**src/rtl/fa_operand_seq_pkg.sv**
```systemverilog
// Shared types and defaults for the operand sequencer and its RAM.
package fa_seq_pkg;

    localparam int W         = 2;
    localparam int DEF_DEPTH = 16;
    localparam int DEF_AW    = 4;

    typedef enum logic [1:0] {
        IDLE,
        PREFETCH,
        RUN,
        FIN
    } state_t;

    // a sits in the MSBs so the packed layout matches the host's {a,b,c} word.
    typedef struct packed {
        logic [W-1:0] a;
        logic [W-1:0] b;
        logic [W-1:0] c;
    } triple_t;

    function automatic int unsigned clamp_len(input int unsigned len, input int unsigned depth);
        return (len > depth) ? depth : len;
    endfunction

endpackage

```
**src/rtl/fa_operand_seq_if.sv**
```systemverilog
// Operand stream towards the adder: one {a,b,c} triple per valid/ready transfer.
interface fa_operand_seq_if;
    import fa_seq_pkg::*;

    logic [W-1:0] a_out;
    logic [W-1:0] b_out;
    logic [W-1:0] c_out;
    logic         out_valid;
    logic         out_ready;

    modport master (
        output a_out,
        output b_out,
        output c_out,
        output out_valid,
        input  out_ready
    );

    modport slave (
        input  a_out,
        input  b_out,
        input  c_out,
        input  out_valid,
        output out_ready
    );

endinterface

```
**src/rtl/fa_operand_ram.sv**
```systemverilog
// Operand store: DEPTH triples, one write port and one registered read port.
// Latency: read data valid one cycle after re; write-first when re/we hit the same address.
// Backpressure: none; the read register holds its value whenever re is low.
module fa_operand_ram
    import fa_seq_pkg::*;
#(
    parameter int DEPTH = DEF_DEPTH,
    parameter int AW    = DEF_AW
) (
    input  logic          clk,
    input  logic          rst_n,
    input  logic          we,
    input  logic [AW-1:0] waddr,
    input  triple_t       wdata,
    input  logic          re,
    input  logic [AW-1:0] raddr,
    output triple_t       rdata
);

    triple_t mem [DEPTH];

    // Storage itself is never reset; only the output register is.
    always_ff @(posedge clk) begin
        if (we) begin
            mem[waddr] <= wdata;
        end
    end

    // Bypass lets a host write and a start in the same cycle see the new word.
    always_ff @(posedge clk or negedge rst_n) begin
        if (!rst_n) begin
            rdata <= '0;
        end else if (re) begin
            rdata <= (we && (waddr == raddr)) ? wdata : mem[raddr];
        end
    end

endmodule

```
**src/rtl/fa_operand_seq.sv**
```systemverilog
// Streams up to DEPTH preloaded {a,b,c} triples to the adder after a start pulse.
// Latency: first valid two cycles after start, then one triple per cycle; done one cycle after the last transfer.
// Backpressure: out_ready low stalls the stream with data and valid held stable.
module fa_operand_seq
    import fa_seq_pkg::*;
#(
    parameter int DEPTH = DEF_DEPTH,
    parameter int AW    = DEF_AW
) (
    input  logic             clk,
    input  logic             rst_n,
    input  logic             wr_en,
    input  logic [AW-1:0]    wr_addr,
    input  triple_t          wr_data,
    input  logic             start,
    input  logic [AW:0]      len,
    fa_operand_seq_if.master out_if,
    output logic             busy,
    output logic             done,
    output logic [AW:0]      idx
);

    localparam logic [AW:0]   IDX_ONE  = (AW+1)'(1);
    localparam logic [AW-1:0] ADDR_ONE = AW'(1);

    state_t        state_q;
    state_t        state_d;
    logic [AW:0]   n_q;
    logic [AW:0]   idx_q;
    logic          valid_int;
    logic          start_acc;
    logic          xfer;
    logic          last;
    logic          wr_ok;
    logic          rd_en;
    logic [AW-1:0] rd_addr;
    triple_t       rd_data;

    assign start_acc = start && (state_q == IDLE);
    assign xfer      = valid_int && out_if.out_ready;
    assign last      = (idx_q + IDX_ONE) == n_q;
    assign wr_ok     = wr_en && !busy;

    always_ff @(posedge clk or negedge rst_n) begin
        if (!rst_n) begin
            state_q <= IDLE;
        end else begin
            state_q <= state_d;
        end
    end

    always_comb begin
        state_d = state_q;
        case (state_q)
            IDLE: begin
                if (start) begin
                    state_d = (len == '0) ? FIN : PREFETCH;
                end
            end
            PREFETCH: state_d = RUN;
            RUN: begin
                if (xfer && last) begin
                    state_d = FIN;
                end
            end
            FIN:      state_d = IDLE;
            default:  state_d = IDLE;
        endcase
    end

    always_comb begin
        valid_int = 1'b0;
        busy      = 1'b0;
        done      = 1'b0;
        case (state_q)
            IDLE:     busy = 1'b0;
            PREFETCH: busy = 1'b1;
            RUN: begin
                busy      = 1'b1;
                valid_int = 1'b1;
            end
            FIN: begin
                busy = 1'b1;
                done = 1'b1;
            end
            default:  busy = 1'b0;
        endcase
    end

    // n is the clamped run length; idx keeps its final count until the next start.
    always_ff @(posedge clk or negedge rst_n) begin
        if (!rst_n) begin
            n_q   <= '0;
            idx_q <= '0;
        end else if (start_acc) begin
            n_q   <= (AW+1)'(clamp_len(32'(len), $unsigned(DEPTH)));
            idx_q <= '0;
        end else if (xfer) begin
            idx_q <= idx_q + IDX_ONE;
        end
    end

    // Fetching idx+1 on the transfer edge is what keeps the stream bubble-free;
    // with no transfer the read register is left alone so the outputs hold.
    always_comb begin
        rd_en   = 1'b0;
        rd_addr = idx_q[AW-1:0];
        if (state_q == IDLE) begin
            rd_en   = start && (len != '0);
            rd_addr = '0;
        end else if (xfer) begin
            rd_en   = !last;
            rd_addr = idx_q[AW-1:0] + ADDR_ONE;
        end
    end

    fa_operand_ram #(
        .DEPTH (DEPTH),
        .AW    (AW)
    ) u_ram (
        .clk   (clk),
        .rst_n (rst_n),
        .we    (wr_ok),
        .waddr (wr_addr),
        .wdata (wr_data),
        .re    (rd_en),
        .raddr (rd_addr),
        .rdata (rd_data)
    );

    assign out_if.a_out     = rd_data.a;
    assign out_if.b_out     = rd_data.b;
    assign out_if.c_out     = rd_data.c;
    assign out_if.out_valid = valid_int;
    assign idx              = idx_q;

endmodule
```
**src/flat_wrapper.sv**
```systemverilog
// flat-port wrapper written by rule: the top's interface ports become plain ports
module fa_operand_seq_flat import fa_seq_pkg::*;
#(
    parameter int DEPTH = DEF_DEPTH,
    parameter int AW    = DEF_AW
)
  (clk, rst_n, wr_en, wr_addr, wr_data, start, len, busy, done, idx, out_if_a_out, out_if_b_out, out_if_c_out, out_if_out_valid, out_if_out_ready);
  fa_operand_seq_if out_if_i ();
  input  logic clk;
  input  logic rst_n;
  input  logic wr_en;
  input  logic [AW-1:0] wr_addr;
  input  triple_t wr_data;
  input  logic start;
  input  logic [AW:0] len;
  output logic busy;
  output logic done;
  output logic [AW:0] idx;
  output wire logic [$bits(out_if_i.a_out)-1:0] out_if_a_out;
  output wire logic [$bits(out_if_i.b_out)-1:0] out_if_b_out;
  output wire logic [$bits(out_if_i.c_out)-1:0] out_if_c_out;
  output wire logic [$bits(out_if_i.out_valid)-1:0] out_if_out_valid;
  input wire logic [$bits(out_if_i.out_ready)-1:0] out_if_out_ready;
  assign out_if_a_out = out_if_i.a_out;
  assign out_if_b_out = out_if_i.b_out;
  assign out_if_c_out = out_if_i.c_out;
  assign out_if_out_valid = out_if_i.out_valid;
  assign out_if_i.out_ready = out_if_out_ready;
  fa_operand_seq #(.DEPTH(DEPTH), .AW(AW)) u_core (.clk(clk), .rst_n(rst_n), .wr_en(wr_en), .wr_addr(wr_addr), .wr_data(wr_data), .start(start), .len(len), .out_if(out_if_i), .busy(busy), .done(done), .idx(idx));
endmodule
```
**config.mk**
```make
export PLATFORM = sky130hd
export DESIGN_NAME = fa_operand_seq_flat
export DESIGN_NICKNAME = d
export VERILOG_FILES = /design/src/rtl/fa_operand_seq_pkg.sv /design/src/rtl/fa_operand_seq_if.sv /design/src/rtl/fa_operand_ram.sv /design/src/rtl/fa_operand_seq.sv /design/src/flat_wrapper.sv
export SDC_FILE = /design/constraint.sdc
export NUM_CORES = 1
export LEC_CHECK = 0
export ABC_CLOCK_PERIOD_IN_PS = 5700
export CAP_MARGIN = 20
export CELL_PAD_IN_SITES_DETAIL_PLACEMENT = 1
export CELL_PAD_IN_SITES_GLOBAL_PLACEMENT = 2
export CORE_MARGIN = 5
export CORE_UTILIZATION = 40
export CTS_CLUSTER_SIZE = 14
export DETAILED_ROUTE_END_ITERATION = 7
export HOLD_SLACK_MARGIN = 0.08
export MAX_ROUTING_LAYER = met4
export PLACE_DENSITY_LB_ADDON = 0.1
export REMOVE_ABC_BUFFERS = 1
export SYNTH_ARGS = -nofsm -noshare
export SYNTH_HDL_FRONTEND = slang
export SYNTH_SLANG_ARGS = --single-unit
```
**constraint.sdc**
```tcl
create_clock -name clk -period 5.7 [get_ports clk]
set_input_delay 0.57 -clock clk [delete_from_list [all_inputs] [get_ports clk]]
set_output_delay 0.57 -clock clk [all_outputs]
set_load 0.02 [all_outputs]
```
==> results of run 1 <==
-- layout make-up --
class / instances / share of cell area, %
clock buffer: 26 / 8.30
tap: 168 / 3.49
timing repair buffer: 42 / 6.80
clock inverter: 6 / 0.520
multi-input combinational: 262 / 25.2
sequential: 114 / 55.4
inverter: 4 / 0.250
-- power by group --
group          switching [W]  total [W]  internal (W)  leakage [nW]
clock               0.000346   0.000942      0.000596         0.263
combinational       0.000454   0.000729      0.000274         0.710
sequential         0.0000530    0.00102      0.000969          1.09
total               0.000854    0.00269       0.00184          2.06
-- per-layer routing --
metal	vias to the layer above	routed length (um)	track usage (%)	share of wire, %
met5	-	0	-	0
met4	0	155	6.09	1.2
met3	18	553	4.43	4.2
met2	65	6220	29.6	47
met1	1702	6250	25.9	47
li1	1566	-	-	-
-- critical path, delay by kind of cell, from the launching register on --
kind | cells | cell delay, ns
flops | 1 | 0.39
compound gates | 1 | 0.21
simple gates | 4 | 1.17
fa+ha+maj | 1 | 0.39
buf+inv | 3 | 0.75
-- cell usage in the layout (no fill, tap or decap), drive strengths merged, types with 2 or more instances in the layout --
cell type and n:
edfxtp 96, nor2 53, nor3 52, nand2 46, clkdlybuf4s50 33, clkbuf 26
dfrtp 18, o21ai 16, nand3 16, mux2 12, buf 9, xnor2 7
o2111ai 6, o211ai 6, a41o 6, a31oi 6, clkinv 6, ha 5
inv 4, nand3b 4, or3 3, mux2i 3, a21oi 3, xor2 3
nand2b 2, nor2b 2
-- stage by stage --
step	cell area (um^2)	hold slack, ns	worst slack [ns]
2_1_floorplan	4850	0.274	2.46
3_3_place_gp	5460	0.475	2.23
3_5_place_dp	5470	0.485	2.14
4_1_cts	6000	0.498	2.29
5_1_grt	6020	0.514	2.52
6_report	6020	0.497	2.69
-- cells by family after synthesis --
kind of cell | Yosys count
muxes | 15
and+or+nand+nor | 184
AOI/OAI and AO/OA | 48
DFF | 114
buffers and inverters | 24
xor gates and xnor gates | 10
adders and majority gates | 5
-- registers in the layout, indices dropped and copies added (netlist names) --
signal and count:
u_core.idx 5, u_core.n_q 5, u_core.u_ram.mem 96, u_core.state_q 2
u_core.u_ram.rdata 6
-- synthesized netlist by cell type (4+ instances only) --
library cell,instances
o211ai_1,6
a41o_1,6
ha_1,5
o2111ai_1,6
nand2_1,45
dfrtp_1,18
nor3_1,52
nor2_1,51
o21ai_0,16
nand3_1,15
buf_2,7
mux2_1,6
edfxtp_1,96
a31oi_1,6
nand3b_1,4
inv_1,4
xnor2_1,7
mux2_2,6
clkbuf_1,10
-- worst paths after layout --
check                      depth (start not counted)                    end  slack [ns]
max                                                9  u_core.u_ram.rdata[5]        2.69
min                                                2          u_core.n_q[0]        0.50
max reg2reg                                        9  u_core.u_ram.rdata[5]        2.69
min reg2reg                                        2          u_core.n_q[0]        0.50
max in group asynchronous                          1  u_core.u_ram.rdata[3]        4.42
min in group asynchronous                          1          u_core.n_q[4]        0.70
==> results.py, run 1 <==
metrics = {
    "status": {
        "outcome": "complete, no violations",
    },
    "cts": {
        "clockBufferDepth": 2,
        "cts-htree-levels": 4,
        "cts.clk_slew.worst_paths_ns": 0.05,
        "numCtsBuffers": 17,
        "clock-sinks": 114,
        "holdBufCountCts": 0,
        "clk_latency_ns": 0.41,
        "cts_resized": 0,
        "root_buffer": "clkbuf_16",
        "postCtsSetupBuffers": 0,
        "cts_tree": "yes",
    },
    "route": {
        "drcViolationCount": 0,
        "drt_iter0_markers": 222,
        "via_per_inst": 5.39,
        "vias": 3351,
        "wl_per_cell_um": 21.2,
        "drt_pass1_iterations": 4,
        "wirelength_um": 13200,
        "postRouteAntennaNets": 0,
    },
    "synthesis": {
        "synth_top_family_by_area": "simple AND/OR/NAND/NOR gates",
        "yosysWarnings": 0,
        "muxShareOfSynthArea_pct": 3.34,
        "synth.top_cells.by_area": "edfxtp_1, dfrtp_1, nor3_1, nor2_1, nand2_1",
        "synth_ff_type": "edfxtp_1",
        "synth_seq_area_share_pct": 67.3,
        "synthArstFlopShare_pct": 15.8,
        "synth_cells": 400,
        "synth_adder_area_share_pct": 1.26,
        "synth_top_cell_by_area": "edfxtp_1",
        "synth_top_area_share_pct": 58.2,
        "yosys.area_share.simple_pct": 17.2,
        "syn_avg_cell_area_um2": 12.4,
        "synth-xor-area-share_pct": 1.77,
        "ys_ff_latch": 114,
        "syn-cell-area_um2": 4950,
        "synth-compound-area-share_pct": 6.67,
        "synth_cell_type_count": 43,
        "synth_edf_count": 96,
    },
    "final_layout": {
        "area_growth_pct": 21.6,
        "utilization_pct": 49.9,
        "drive_gt1_share_pct": 10.8,
        "n_antenna_cell": 0,
        "nFillCells": 1268,
        "seq_area_um2": 3330,
        "nets": 466,
        "final_cells": 622,
        "multi_input_area_um2": 1520,
    },
    "global_route": {
        "grt_max_degree": 28,
        "overflow": 0,
        "antenna_found_initial": 0,
        "grt_pass1_wl_um": 20200,
        "track_usage_pct": 19.4,
        "first_global_vias": 3480,
    },
    "placed_design": {
        "numPortBuffers": 33,
        "place_congestion": 0.819,
        "dp_hpwl_um": 8860,
        "place_inst": 589,
    },
    "critical_path": {
        "r2r_start": "u_core.state_q[0]",
        "crit_chain": "inv_1 > ha_1 > buf_4 > nand2_1 > or3_1 > nor3_2 > buf_6 > nand2_1 > a31oi_1",
        "worst_setup_path_end_kind": "flip-flop",
        "cp_max_fo": 27,
        "crit_type": "reg -> reg",
        "crit_start": "u_core.state_q[0]",
        "slowest_delay_ns": 0.60,
        "worst_path_max_delay_cell": "nor3_2",
        "worst_ep_required_time_ns": 6.02,
        "critical_path_arrival_ns": 3.33,
        "path_common_cell": "nand2_1",
        "cp-start-kind": "flip-flop",
    },
    "power": {
        "p_per_area_nw_per_um2": 448,
        "p_leak_nw": 2.06,
        "p_total_w": 0.00269,
        "vdd_drop_max_mv": 0.223,
    },
    "floorplan": {
        "dieHeight_um": 121,
        "die_w_um": 121,
        "die-area_um2": 14700,
        "core_area_um2": 12100,
        "rows": 40,
        "io_pins": 34,
        "initial_utilization_pct": 41.0,
    },
    "sta": {
        "max_slew.worst_pin.slew_ns": 1.00,
        "max_slew_margin_pct": 32.8,
        "max_freq_mhz": 333,
        "finalMaxSlewViolations": 0,
        "fin_setup_tns_ns": 0,
        "post-route-period-util_pct": 52.8,
        "hold_viol_final": 0,
        "post-route-min-period_ns": 3.01,
        "finalSetupViolations": 0,
        "rsz0062_at_grt": "no",
        "fin_skew_ns": 0.00690,
    },
    "job": {
        "cap_violations": 0,
    },
    "hold_path": {
        "min_from": "u_core.n_q[0]",
        "hold_class": "reg -> reg",
    },
}
Note: power is estimated with default switching activity, not from simulation.
==> inputs of run 2 (changes only) <==
--- a/config.mk
+++ b/config.mk
@@ -5,7 +5,7 @@
 export SDC_FILE = /design/constraint.sdc
 export NUM_CORES = 1
 export LEC_CHECK = 0
-export ABC_CLOCK_PERIOD_IN_PS = 5700
+export ABC_CLOCK_PERIOD_IN_PS = 3000
 export CAP_MARGIN = 20
 export CELL_PAD_IN_SITES_DETAIL_PLACEMENT = 1
 export CELL_PAD_IN_SITES_GLOBAL_PLACEMENT = 2
==> constraint.sdc (replaced) <==
create_clock -name clk -period 3 [get_ports clk]
set_input_delay 0.3 -clock clk [delete_from_list [all_inputs] [get_ports clk]]
set_output_delay 0.3 -clock clk [all_outputs]
set_load 0.02 [all_outputs]
==> run 2 against run 1 <==
  * Clock power up 90%
  * First-iteration DRC count is 9.9% lower
  * Setup slack got worse by 2.4 ns
  * Critical path type unchanged
==> results.py, run 2 (synthesized netlist as in run 1, its figures left out) <==
metrics = {
    "status": {
        "outcome": "complete, no violations",
    },
    "route": {
        "drt_iter0_markers": 200,
        "vias": 3316,
        "via_per_inst": 5.27,
        "drcViolationCount": 0,
        "drt_pass1_iterations": 4,
        "wl_per_cell_um": 21.6,
        "postRouteAntennaNets": 0,
        "wirelength_um": 13600,
    },
    "global_route": {
        "gr-usage-met2_pct": 31.7,
        "met3_usage_pct": 5.41,
        "first_global_vias": 3413,
        "antenna_found_initial": 0,
        "grt_busiest_layer": "met2",
        "grtUsageMet1_pct": 26.6,
        "grt_max_degree": 27,
        "overflow": 0,
        "track_usage_pct": 20.5,
        "grt_pass1_wl_um": 21200,
    },
    "final_layout": {
        "drive_gt1_share_pct": 12.8,
        "n_antenna_cell": 0,
        "utilization_pct": 50.2,
        "nets": 473,
        "biggestRegsByFlops": "u_core.u_ram.mem (96), u_core.u_ram.rdata (6)",
        "layout_common_cells": "edfxtp_1, nor3_1, nor2_1",
        "seq_area_um2": 3330,
        "largest_reg_flops": 96,
        "area_growth_pct": 22.3,
        "nFillCells": 1250,
        "top_register": "u_core.u_ram.mem",
        "mostFrequentLayoutCell": "edfxtp_1",
        "multi_input_area_um2": 1520,
    },
    "placed_design": {
        "numPortBuffers": 33,
        "place_congestion": 0.816,
        "dp_hpwl_um": 9240,
        "pre_cts_ws_ns": 0.267,
    },
    "sta": {
        "max_slew_margin_pct": 37.5,
        "fin_ws_ns": 0.267,
        "fin_skew_ns": 0.00488,
        "finalMaxSlewViolations": 0,
        "post-route-min-period_ns": 2.73,
        "rsz0062_at_grt": "no",
        "max_slew.worst_pin.slew_ns": 0.935,
        "finalSetupViolations": 0,
        "post-route-period-util_pct": 91.1,
        "fin_setup_tns_ns": 0,
        "hold_viol_final": 0,
        "max_freq_mhz": 366,
    },
    "critical_path": {
        "r2r-end": "u_core.u_ram.rdata[2]",
        "worst_ep_required_time_ns": 3.32,
        "r2r_cells": 8,
        "crit_type": "reg -> reg",
        "regToRegSetupSlack_ns": 0.27,
        "cp-start-kind": "flip-flop",
        "worst_setup_path_end_kind": "flip-flop",
        "critical_path_arrival_ns": 3.05,
        "cp_max_fo": 24,
        "r2r_start": "u_core.state_q[0]",
    },
    "power": {
        "p_leak_nw": 2.09,
        "p_per_area_nw_per_um2": 852,
        "p_total_w": 0.00516,
        "vdd_drop_max_mv": 0.386,
    },
    "floorplan": {
        "rows": 40,
        "core_area_um2": 12100,
        "die_w_um": 121,
        "dieHeight_um": 121,
        "io_pins": 34,
        "die-area_um2": 14700,
        "initial_utilization_pct": 41.0,
    },
    "cts": {
        "numCtsBuffers": 17,
        "postCtsSetupBuffers": 0,
        "cts_tree": "yes",
        "cts-htree-levels": 4,
        "clock-sinks": 114,
        "holdBufCountCts": 0,
        "clockBufferDepth": 2,
        "cts.clk_slew.worst_paths_ns": 0.05,
        "root_buffer": "clkbuf_16",
        "cts_resized": 0,
        "clk_latency_ns": 0.41,
    },
    "hold_path": {
        "hold_class": "in -> async",
    },
    "job": {
        "cap_violations": 0,
    },
}
-- run 2: area by class of cell --
class	instances	area share, %
Multi-Input combinational cell	262	25.1
Timing Repair Buffer	49	7.44
Clock inverter	13	1.57
Inverter	4	0.248
Clock buffer	19	7.15
Tap cell	168	3.47
Sequential cell	114	55.0
-- run 2: how the worst max path moves through the flow --
| stage | startpoint | end | slack [ns] |
|---|---|---|---|
| after floorplan | u_core.state_q[0] | u_core.u_ram.rdata[0] | -0.24 |
| after global placement | out_if_out_ready | u_core.u_ram.rdata[2] | 0.32 |
| final | u_core.state_q[0] | u_core.u_ram.rdata[2] | 0.27 |
| after CTS | u_core.state_q[0] | u_core.u_ram.rdata[2] | 0.21 |
| after detailed placement | out_if_out_ready | u_core.u_ram.rdata[2] | 0.27 |
| after global routing | u_core.state_q[0] | u_core.u_ram.rdata[2] | 0.07 |
-- run 2: layer usage --
layer  vias up  part of all wire (%)  routed length (um)
met3        10                   4.3                 582
met2        70                    49                6650
met5         -                     0                   0
met4         0                  0.89                 121
met1      1659                    46                6250
li1       1577                     -                   -
-- run 2: where the power goes --
part	leakage [nW]	switching [W]	total [W]	internal [W]
registers	1.09	0.0000843	0.00193	0.00184
logic	0.743	0.000911	0.00144	0.000530
clock network	0.257	0.000676	0.00179	0.00112
-- run 2: stage by stage --
| stage | area, um^2 | hold slack (ns) | std cells |
|---|---|---|---|
| after floorplan | 4850 | 0.00441 | 380 |
| after global placement | 5530 | 0.478 | 597 |
| after detailed placement | 5530 | 0.492 | 597 |
| after CTS | 6060 | 0.427 | 629 |
| after global routing | 6060 | 0.460 | 629 |
| final | 6060 | 0.407 | 629 |
-- run 2: critical path: stages, from the launching register on --
cell and delay [ns]:
dfrtp_1 0.39, inv_1 0.12, ha_1 0.56, buf_4 0.40, nor3_1 0.10, nor3_1 0.43, o21ai_0 0.18, a41o_1 0.25
a31oi_1 0.19
==> inputs of run 3 (changes only) <==
--- a/config.mk
+++ b/config.mk
@@ -5,12 +5,13 @@
 export SDC_FILE = /design/constraint.sdc
 export NUM_CORES = 1
 export LEC_CHECK = 0
-export ABC_CLOCK_PERIOD_IN_PS = 3000
+export ABC_CLOCK_PERIOD_IN_PS = 2600
 export CAP_MARGIN = 20
 export CELL_PAD_IN_SITES_DETAIL_PLACEMENT = 1
 export CELL_PAD_IN_SITES_GLOBAL_PLACEMENT = 2
 export CORE_MARGIN = 5
 export CORE_UTILIZATION = 40
+export CTS_BUF_LIST = sky130_fd_sc_hd__clkbuf_8
 export CTS_CLUSTER_SIZE = 14
 export DETAILED_ROUTE_END_ITERATION = 7
 export HOLD_SLACK_MARGIN = 0.08
==> constraint.sdc (replaced) <==
create_clock -name clk -period 2.6 [get_ports clk]
set_input_delay 0.26 -clock clk [delete_from_list [all_inputs] [get_ports clk]]
set_output_delay 0.26 -clock clk [all_outputs]
set_load 0.02 [all_outputs]
==> run 3 against run 2 <==
  * Wire length shrank 1.7%
  * Hold slack lost 0.24 ns
  * Sequential power grew 16%
  * Sequential share of layout area shrank 0.98 points
  * First-iteration DRC count grew 42%
  * Power grew 12%
  * Clock skew grew 0.0075 ns
  * Cell count grew 2.4%
  * Cell area grew 1.8%
  * Highest routed layer unchanged
==> results.py, run 3 (synthesized netlist as in run 1, its figures left out) <==
metrics = {
    "critical_path": {
        "cp_max_fo": 24,
        "slowest_delay_ns": 0.40,
        "cp-start-kind": "flip-flop",
        "path_delay_family": "compound AO/OA/AOI/OAI gates",
        "crit_type": "reg -> reg",
        "crit_chain": "inv_1 > ha_4 > nand3_2 > xor2_1 > nor2_2 > buf_12 > mux2_1 > o2111ai_1 > a41o_1 > a31oi_1",
        "critical_path_arrival_ns": 2.72,
        "crit_buf_inv": 2,
        "worst_ep_required_time_ns": 2.91,
        "worst_setup_path_end_kind": "flip-flop",
        "worst_path_max_delay_cell": "dfrtp_1",
    },
    "final_layout": {
        "nets": 488,
        "drive_gt1_share_pct": 17.2,
        "design_area_um2": 6170,
        "n_antenna_cell": 0,
        "biggestRegsByFlops": "u_core.u_ram.mem (96), u_core.u_ram.rdata (6)",
        "mostFrequentLayoutCell": "edfxtp_1",
        "top_register": "u_core.u_ram.mem",
        "layout_common_cells": "edfxtp_1, nor2_1, nor3_1",
        "area_growth_pct": 24.6,
        "largest_reg_flops": 96,
        "nFillCells": 1259,
    },
    "sta": {
        "max_slew_margin_pct": 39.9,
        "finalMaxSlewViolations": 0,
        "holdWs_ns": 0.167,
        "post-route-min-period_ns": 2.41,
        "post-route-period-util_pct": 92.6,
        "rsz0062_at_grt": "no",
        "fin_skew_ns": 0.0124,
        "finalSetupViolations": 0,
        "max_freq_mhz": 415,
        "max_slew.worst_pin.slew_ns": 0.898,
        "fin_setup_tns_ns": 0,
        "hold_viol_final": 0,
        "fin_ws_ns": 0.191,
    },
    "power": {
        "p_total_w": 0.00577,
        "p_per_area_nw_per_um2": 935,
        "p_leak_nw": 2.15,
        "vdd_drop_max_mv": 0.348,
    },
    "placed_design": {
        "place_congestion": 0.816,
        "pre_cts_ws_ns": 0.0610,
        "dp_hpwl_um": 9150,
        "numPortBuffers": 33,
        "dpl-instance-area_um2": 5690,
    },
    "route": {
        "via_per_inst": 5.24,
        "postRouteAntennaNets": 0,
        "drt_iter0_markers": 284,
        "wirelength_um": 13400,
        "wl_per_cell_um": 20.8,
        "vias": 3376,
        "drcViolationCount": 0,
        "drt_pass1_iterations": 4,
    },
    "global_route": {
        "track_usage_pct": 20.1,
        "overflow": 0,
        "first_global_vias": 3568,
        "antenna_found_initial": 0,
        "grt_pass1_wl_um": 20900,
        "grt_max_degree": 27,
    },
    "cts": {
        "numCtsBuffers": 17,
        "clockBufferDepth": 2,
        "cts_tree": "yes",
        "clock-sinks": 114,
        "root_buffer": "clkbuf_8",
        "clk_latency_ns": 0.43,
        "cts-htree-levels": 4,
        "cts.clk_slew.worst_paths_ns": 0.07,
        "postCtsSetupBuffers": 0,
    },
    "floorplan": {
        "core_area_um2": 12100,
        "die-area_um2": 14700,
        "dieHeight_um": 121,
        "initial_utilization_pct": 41.0,
        "io_pins": 34,
        "die_w_um": 121,
        "rows": 40,
    },
    "status": {
        "outcome": "complete, no violations",
    },
    "job": {
        "cap_violations": 0,
    },
    "hold_path": {
        "hold_class": "in -> async",
    },
}
-- run 3: changes by cell type in the layout (fill, tap and decap cells not counted), sizes merged --
cell	change
inv	+3
clkbuf	-2
clkinvlp	-1
clkinv	-3
buf	+15
bufinv	+3
-- run 3: per-stage QoR --
stage / utilization (%) / instances
after floorplan: - / 380
after global placement: 47.2 / 612
after detailed placement: 47.2 / 612
after CTS: 50.6 / 644
after global routing: 51.1 / 644
final: 51.1 / 644
-- run 3: area by class of cell --
type | count | area (um^2) | share of cell area (%)
Clock buffer | 17 | 234 | 3.79
Multi-Input combinational cell | 262 | 1590 | 25.7
Clock inverter | 15 | 175 | 2.84
Inverter | 4 | 15.0 | 0.244
Sequential cell | 114 | 3330 | 54.1
Tap cell | 168 | 210 | 3.41
Timing Repair Buffer | 64 | 613 | 9.94
-- run 3: worst paths after layout --
path	from	end	slack (ns)	cells past startpoint
max in group asynchronous	rst_n	u_core.u_ram.rdata[2]	2.20	2
setup reg to reg	u_core.state_q[0]	u_core.u_ram.rdata[4]	0.19	10
hold / removal	rst_n	u_core.n_q[3]	0.17	2
setup / recovery	u_core.state_q[0]	u_core.u_ram.rdata[4]	0.19	10
min in group clk	len[3]	u_core.n_q[3]	0.42	3
hold reg to reg	u_core.n_q[0]	u_core.n_q[0]	0.50	2
-- run 3: report_power, final --
group	total [W]	leakage, nW	switching, W	internal [W]
logic	0.00183	0.858	0.00109	0.000743
registers	0.00223	1.09	0.000104	0.00212
clock network	0.00171	0.209	0.000693	0.00102
-- run 3: repair_timing --
item	in CTS	in global routing
gates resized for setup	0	13
setup endpoints to repair	0	6
endpoints found under the hold margin	0	0
hold buffers	0	0
-- run 3: routing by layer --
metal  vias to the layer above  global-route usage, %  routed length, um
li1                       1607                      -                  -
met1                      1682                   27.0               6250
met2                        75                   30.6               6390
met3                        12                   5.22                567
met4                         0                   5.60                160
met5                         -                      -                  0
